==> config.mk <==
export PLATFORM = sky130hd
export DESIGN_NAME = dmem_arbiter
export DESIGN_NICKNAME = d
export VERILOG_FILES = /design/src/rtl/dmem_arb_pkg.sv /design/src/rtl/rr_arb2.sv /design/src/rtl/dmem_arbiter.sv
export SDC_FILE = /design/constraint.sdc
export NUM_CORES = 1
export LEC_CHECK = 0
export CAP_MARGIN = 10
export CELL_PAD_IN_SITES_DETAIL_PLACEMENT = 1
export CELL_PAD_IN_SITES_GLOBAL_PLACEMENT = 2
export CORE_ASPECT_RATIO = 0.8
export CORE_MARGIN = 3
export CORE_UTILIZATION = 18
export DETAILED_ROUTE_END_ITERATION = 10
export GPL_ROUTABILITY_DRIVEN = 0
export GPL_TIMING_DRIVEN = 0
export PLACE_DENSITY = 0.87
export SLEW_MARGIN = 5
export SYNTH_ARGS = -nofsm -noshare
export SYNTH_HDL_FRONTEND = slang
export SYNTH_SLANG_ARGS = --single-unit
==> constraint.sdc <==
create_clock -name clk -period 2.2 [get_ports clk]
set_input_delay 0.44 -clock clk [delete_from_list [all_inputs] [get_ports clk]]
set_output_delay 0.44 -clock clk [all_outputs]
set_load 0.02 [all_outputs]
==> src/rtl/dmem_arb_pkg.sv <==
// Shared types and the access legality check for the two-port data-memory arbiter.
package dmem_arb_pkg;

  typedef enum logic [1:0] {
    SZ_WORD = 2'b00,
    SZ_BYTE = 2'b01,
    SZ_HALF = 2'b10
  } size_e;

  typedef logic req_idx_t;

  // True when the access must be rejected: bad size code, misaligned, or past the end of memory.
  function automatic logic access_err(input logic [1:0] size, input logic [63:0] addr,
                                      input logic [63:0] limit);
    logic misalign;
    case (size)
      SZ_WORD: misalign = (addr[1:0] != 2'b00);
      SZ_HALF: misalign = addr[0];
      SZ_BYTE: misalign = 1'b0;
      default: misalign = 1'b1;
    endcase
    return misalign || (addr >= limit);
  endfunction

endpackage

==> src/rtl/rr_arb2.sv <==
// Two-way round-robin arbiter: grant is combinational from req and the pointer (zero latency),
// losers simply keep req high; the pointer flips to the other requester after every grant.
module rr_arb2
  import dmem_arb_pkg::*;
(
  input  logic clk,
  input  logic reset,
  input  logic req0,
  input  logic req1,
  output logic gnt0,
  output logic gnt1
);

  req_idx_t ptr_q, ptr_d;

  always_comb begin
    gnt0  = 1'b0;
    gnt1  = 1'b0;
    ptr_d = ptr_q;
    if (!reset) begin
      if (req0 && (!req1 || ptr_q == 1'b0)) begin
        gnt0 = 1'b1;
      end else if (req1) begin
        gnt1 = 1'b1;
      end
    end
    if (gnt0) ptr_d = 1'b1;
    if (gnt1) ptr_d = 1'b0;
  end

  always_ff @(posedge clk) begin
    if (reset) begin
      ptr_q <= 1'b0;
    end else begin
      ptr_q <= ptr_d;
    end
  end

endmodule

==> src/rtl/dmem_arbiter.sv <==
// Two requesters share one combinational data memory; one access per cycle, response one cycle
// after grant. Ungranted requesters hold their request until gnt.
module dmem_arbiter
  import dmem_arb_pkg::*;
#(
  parameter int MEM_WORDS = 64,
  parameter int ADDR_W    = 32
) (
  input  logic              clk,
  input  logic              reset,
  input  logic              req0,
  input  logic              we0,
  input  logic [1:0]        size0,
  input  logic [ADDR_W-1:0] addr0,
  input  logic [31:0]       wdata0,
  output logic              gnt0,
  output logic              rvalid0,
  output logic [31:0]       rdata0,
  output logic              err0,
  input  logic              req1,
  input  logic              we1,
  input  logic [1:0]        size1,
  input  logic [ADDR_W-1:0] addr1,
  input  logic [31:0]       wdata1,
  output logic              gnt1,
  output logic              rvalid1,
  output logic [31:0]       rdata1,
  output logic              err1,
  output logic              MemWrite,
  output logic [1:0]        ByteAccess,
  output logic [31:0]       ALUResult,
  output logic [31:0]       WriteData,
  input  logic [31:0]       ReadData
);

  localparam logic [63:0] LIMIT = 64'(4 * MEM_WORDS);

  req_idx_t          sel;
  logic              any_gnt;
  logic              sel_we;
  logic [1:0]        sel_size;
  logic [ADDR_W-1:0] sel_addr;
  logic [31:0]       sel_wdata;
  logic              acc_err;

  logic [1:0]  rvalid_q, rvalid_d;
  logic [1:0]  err_q, err_d;
  logic [31:0] rdata_q [2];
  logic [31:0] rdata_d [2];

  rr_arb2 u_rr_arb2 (
    .clk   (clk),
    .reset (reset),
    .req0  (req0),
    .req1  (req1),
    .gnt0  (gnt0),
    .gnt1  (gnt1)
  );

  always_comb begin
    sel       = gnt1;
    any_gnt   = gnt0 | gnt1;
    sel_we    = sel ? we1    : we0;
    sel_size  = sel ? size1  : size0;
    sel_addr  = sel ? addr1  : addr0;
    sel_wdata = sel ? wdata1 : wdata0;
    acc_err   = access_err(sel_size, 64'(sel_addr), LIMIT);

    MemWrite   = any_gnt & sel_we & ~acc_err;
    ByteAccess = any_gnt ? sel_size       : 2'b00;
    ALUResult  = any_gnt ? 32'(sel_addr)  : 32'h0;
    WriteData  = any_gnt ? sel_wdata      : 32'h0;
  end

  always_comb begin
    rvalid_d = 2'b00;
    err_d    = 2'b00;
    rdata_d  = '{default: 32'h0};
    if (any_gnt) begin
      rvalid_d[sel] = 1'b1;
      err_d[sel]    = acc_err;
      rdata_d[sel]  = (acc_err || sel_we) ? 32'h0 : ReadData;
    end
  end

  always_ff @(posedge clk) begin
    if (reset) begin
      rvalid_q <= 2'b00;
      err_q    <= 2'b00;
      rdata_q  <= '{default: 32'h0};
    end else begin
      rvalid_q <= rvalid_d;
      err_q    <= err_d;
      rdata_q  <= rdata_d;
    end
  end

  // A response registered just before reset rises is suppressed so it is never seen.
  assign rvalid0 = rvalid_q[0] & ~reset;
  assign rvalid1 = rvalid_q[1] & ~reset;
  assign err0    = err_q[0] & ~reset;
  assign err1    = err_q[1] & ~reset;
  assign rdata0  = reset ? 32'h0 : rdata_q[0];
  assign rdata1  = reset ? 32'h0 : rdata_q[1];

endmodule

==> summary.md <==
| Metric | Value |
|---|---|
| Status | completed |
| Antenna-violating nets left | 0 |
| Placed cell areas | 7410 sq um |
| Lkg Pwr | ~3 nW |
| Rows | 48 |
| Clock Tree Root | clkbuf_16 |
| Post-Syn Area | roughly 4000 sq um |
| Worst hold path class | in -> reg |
| Initial DRC Count | 104 |
| Final Setup Violations | 0 |
| Placed insts | 1,033 |
| First-pass GRT wire length | 30.4 mm |
| CTS tree | built |
| Design Area, Final | 7860 sq um |
| Post-DP HPWL | 16.9 mm |
| H-tree depth reported by CTS | 3 |
| CTS sink cnt | approximately 70 |
| Startpoint types | input pin |
| Routed WL | 20.8 mm |
| Clock Latency Late Sink | ~340 ps |
| Most frequent cells in the layout | clkdlybuf4s50_1, nor2b_1, dfxtp_1 |
| PD cells | around 450 nW/um^2 |
| RSZ-0062 raised after global routing | true |
| Initial Util | 18.4% |
| Drt wl/cell | ~19 um |
| Vias | 4,550 |
| Die X-Extent | 172 um |
| Tot Pwr | 3.53 mW |
| Fin crit period | around 2200 ps |
| Hold Fails Final Rpt | 0 |
| Crit path capture type | output pin |
| Fraction of registers with async set/reset | 0% |
| Register area share after synthesis | between 30 and 40% |
| Tcrit/Tclk final | 99.4% |
| Peak supply drop | 0.000294 V |
| Top cells by area, synth | dfxtp_1, nor4_2, a22o_1, nor2b_1, nand2_1 |
| Die Height | 139 um |
| Final global-route overflow total | 0 |
| Number of global-route vias before repair | 4,892 |
| Layout Cells excl Fill | 1,068 |
| DR vias/cell | 4.26 |
| WP data required | 1760 ps |
| Largest net degree at the start of global routing | 13 |
| Max cap viols | 0 |
| Commonest non-fill, non-tap cell in the layout | clkdlybuf4s50_1 |
| Synth cell types | 30 |
| Worst-path maximum fanout | 2 |
| # port buffers | a little over 300 |
| Actual slew at the worst max-slew pin | ~750 ps |
| Post-synth top area share | roughly a third |
| Slowest cell on the critical path | nor4_2 |
| Die Area | 24,000 sq um |
| Clock skew | 5.69 ps |
| Total track usage | 16.9% |
| Cts hold-fix bufs | 0 |
| Yosys warns | 0 |
| Post-Syn Nets | 599 |
| Initial antenna violation count | 5 |
| CTS Buf Count | 9 |
| Crit path max-delay family | simple AND/OR/NAND/NOR gates |
| Layout cells sized above 1 | 30.0% |
| EDFF count, synth | 0 |
| Post-Syn Instances | 429 |
| Nets@finish | a little over 900 |
| Slowest stage delay, CP | 290 ps |
| Pins Over Slew Limit | 0 |
| CTS max path bufs | 2 |
| DR pass1 iterations | 4 |
| I/O pin count | slightly above 300 |
| F_max | about 460 MHz |
| Remaining DRCs | 0 |
| Top FF cell, synth | dfxtp_1 |
| Arr. time, crit path | between 1500 and 2000 ps |
| Syn_area_per_cell | a little over 9 sq um |
| Syn-to-layout area delta | 97.1% |
| Buf/Inv on CP | 2 |
| Kind of critical path | in -> out |
| Critical path, cell by cell | dlygate4sd2_1 -> nor4_2 -> nand3_2 -> mux2i_4 -> o211ai_1 -> nor2_1 -> buf_4 |
| Yosys reg bits | 69 |
| Synth area leader | dfxtp_1 |
| Max-slew headroom | 50.0% |
| Area of the core | 21,700 sq um |
| Clk slew on worst S/H paths | 60 ps |
==> worst register-to-register path, cell delays in order (launching register included) <==
cell and delay (ps):
dfxtp_2 370, nand2b_4 150, nand3b_4 130, clkinv_8 110, mux2i_4 250, buf_4 140
buf_4 110, o21ai_2 140, buf_6 210, nor4_2 240
==> metrics by stage <==
stage               worst slack, ps  setup TNS (ps)  utilization [%]  hold slack (ps)
CTS                           -9.36           -9.36             35.7              396
detailed placement            -1460         -115720             34.2              496
global route                  -73.4            -446             36.3              420
floorplan                       141               0                -              460
global placement              -1520         -120800             34.2              478
finish                         13.5               0             36.3              400
==> Yosys cell counts, types with 3 or more instances <==
cell	number
a21oi_1	3
nand2b_1	3
dfxtp_1	69
nor3_1	7
nand3_1	3
nor2b_1	68
buf_2	11
nor4_2	61
buf_6	6
clkbuf_1	25
nand2_1	37
a22o_1	65
inv_1	36
nor4_1	11
nor2_1	4
==> logic make-up after synthesis <==
logic type,count (synthesis),share of synthesized area [%]
simple gates,200,38.9
buf+inv,83,9.47
compound gates,75,15.9
mux,2,1.13
flops,69,34.6
==> flip-flops by register name (all words and copies together), names as in the netlist <==
signal           count
rdata_q             64
err_q                2
rvalid_q             2
u_rr_arb2.ptr_q      1
==> worst paths after layout <==
kind / startpoint / endpoint / slack (ps) / cells after the start
max reg2reg: u_rr_arb2.ptr_q / rdata_q[44] / 260 / 9
min reg2reg: u_rr_arb2.ptr_q / rvalid_q[0] / 490 / 1
min: req1 / rvalid_q[0] / 400 / 2
max: addr1[24] / MemWrite / 10 / 7
==> routing by layer <==
| metal | global-route usage (%) | vias up | routed length, um |
|---|---|---|---|
| met2 | 30.0 | 186 | 10600 |
| met3 | 5.07 | 23 | 1510 |
| li1 | - | 2191 | - |
| met4 | 4.70 | 0 | 344 |
| met5 | 0 | - | 0 |
| met1 | 19.6 | 2150 | 8350 |
==> where the power goes <==
group	internal (mW)	leakage (nW)	total, mW	switching, mW
logic	0.470	2.38	0.924	0.454
clock network	0.788	0.134	1.35	0.559
registers	1.26	0.557	1.26	0.00285
total	2.51	3.07	3.53	1.02
==> cell type report <==
class	count	area (sq um)
sequential	69	1380
buffer	46	413
multi-input combinational	277	2370
clock inverter	6	38.8
clock buffer	10	239
inverter	37	151
antenna	2	5.00
fill	2497	13800
timing repair buffer	321	2880
tap	300	375
==> timing repair <==
item / 4_1_cts / 5_1_grt
cloned: 1 / 1
resized for setup: 424 / 37
pin swaps: 25 / 1
setup buffers: 14 / 1
hold endpoints to repair: 0 / 0
setup endpoints to repair: 155 / 77
Note: power is estimated with default switching activity, not from simulation.
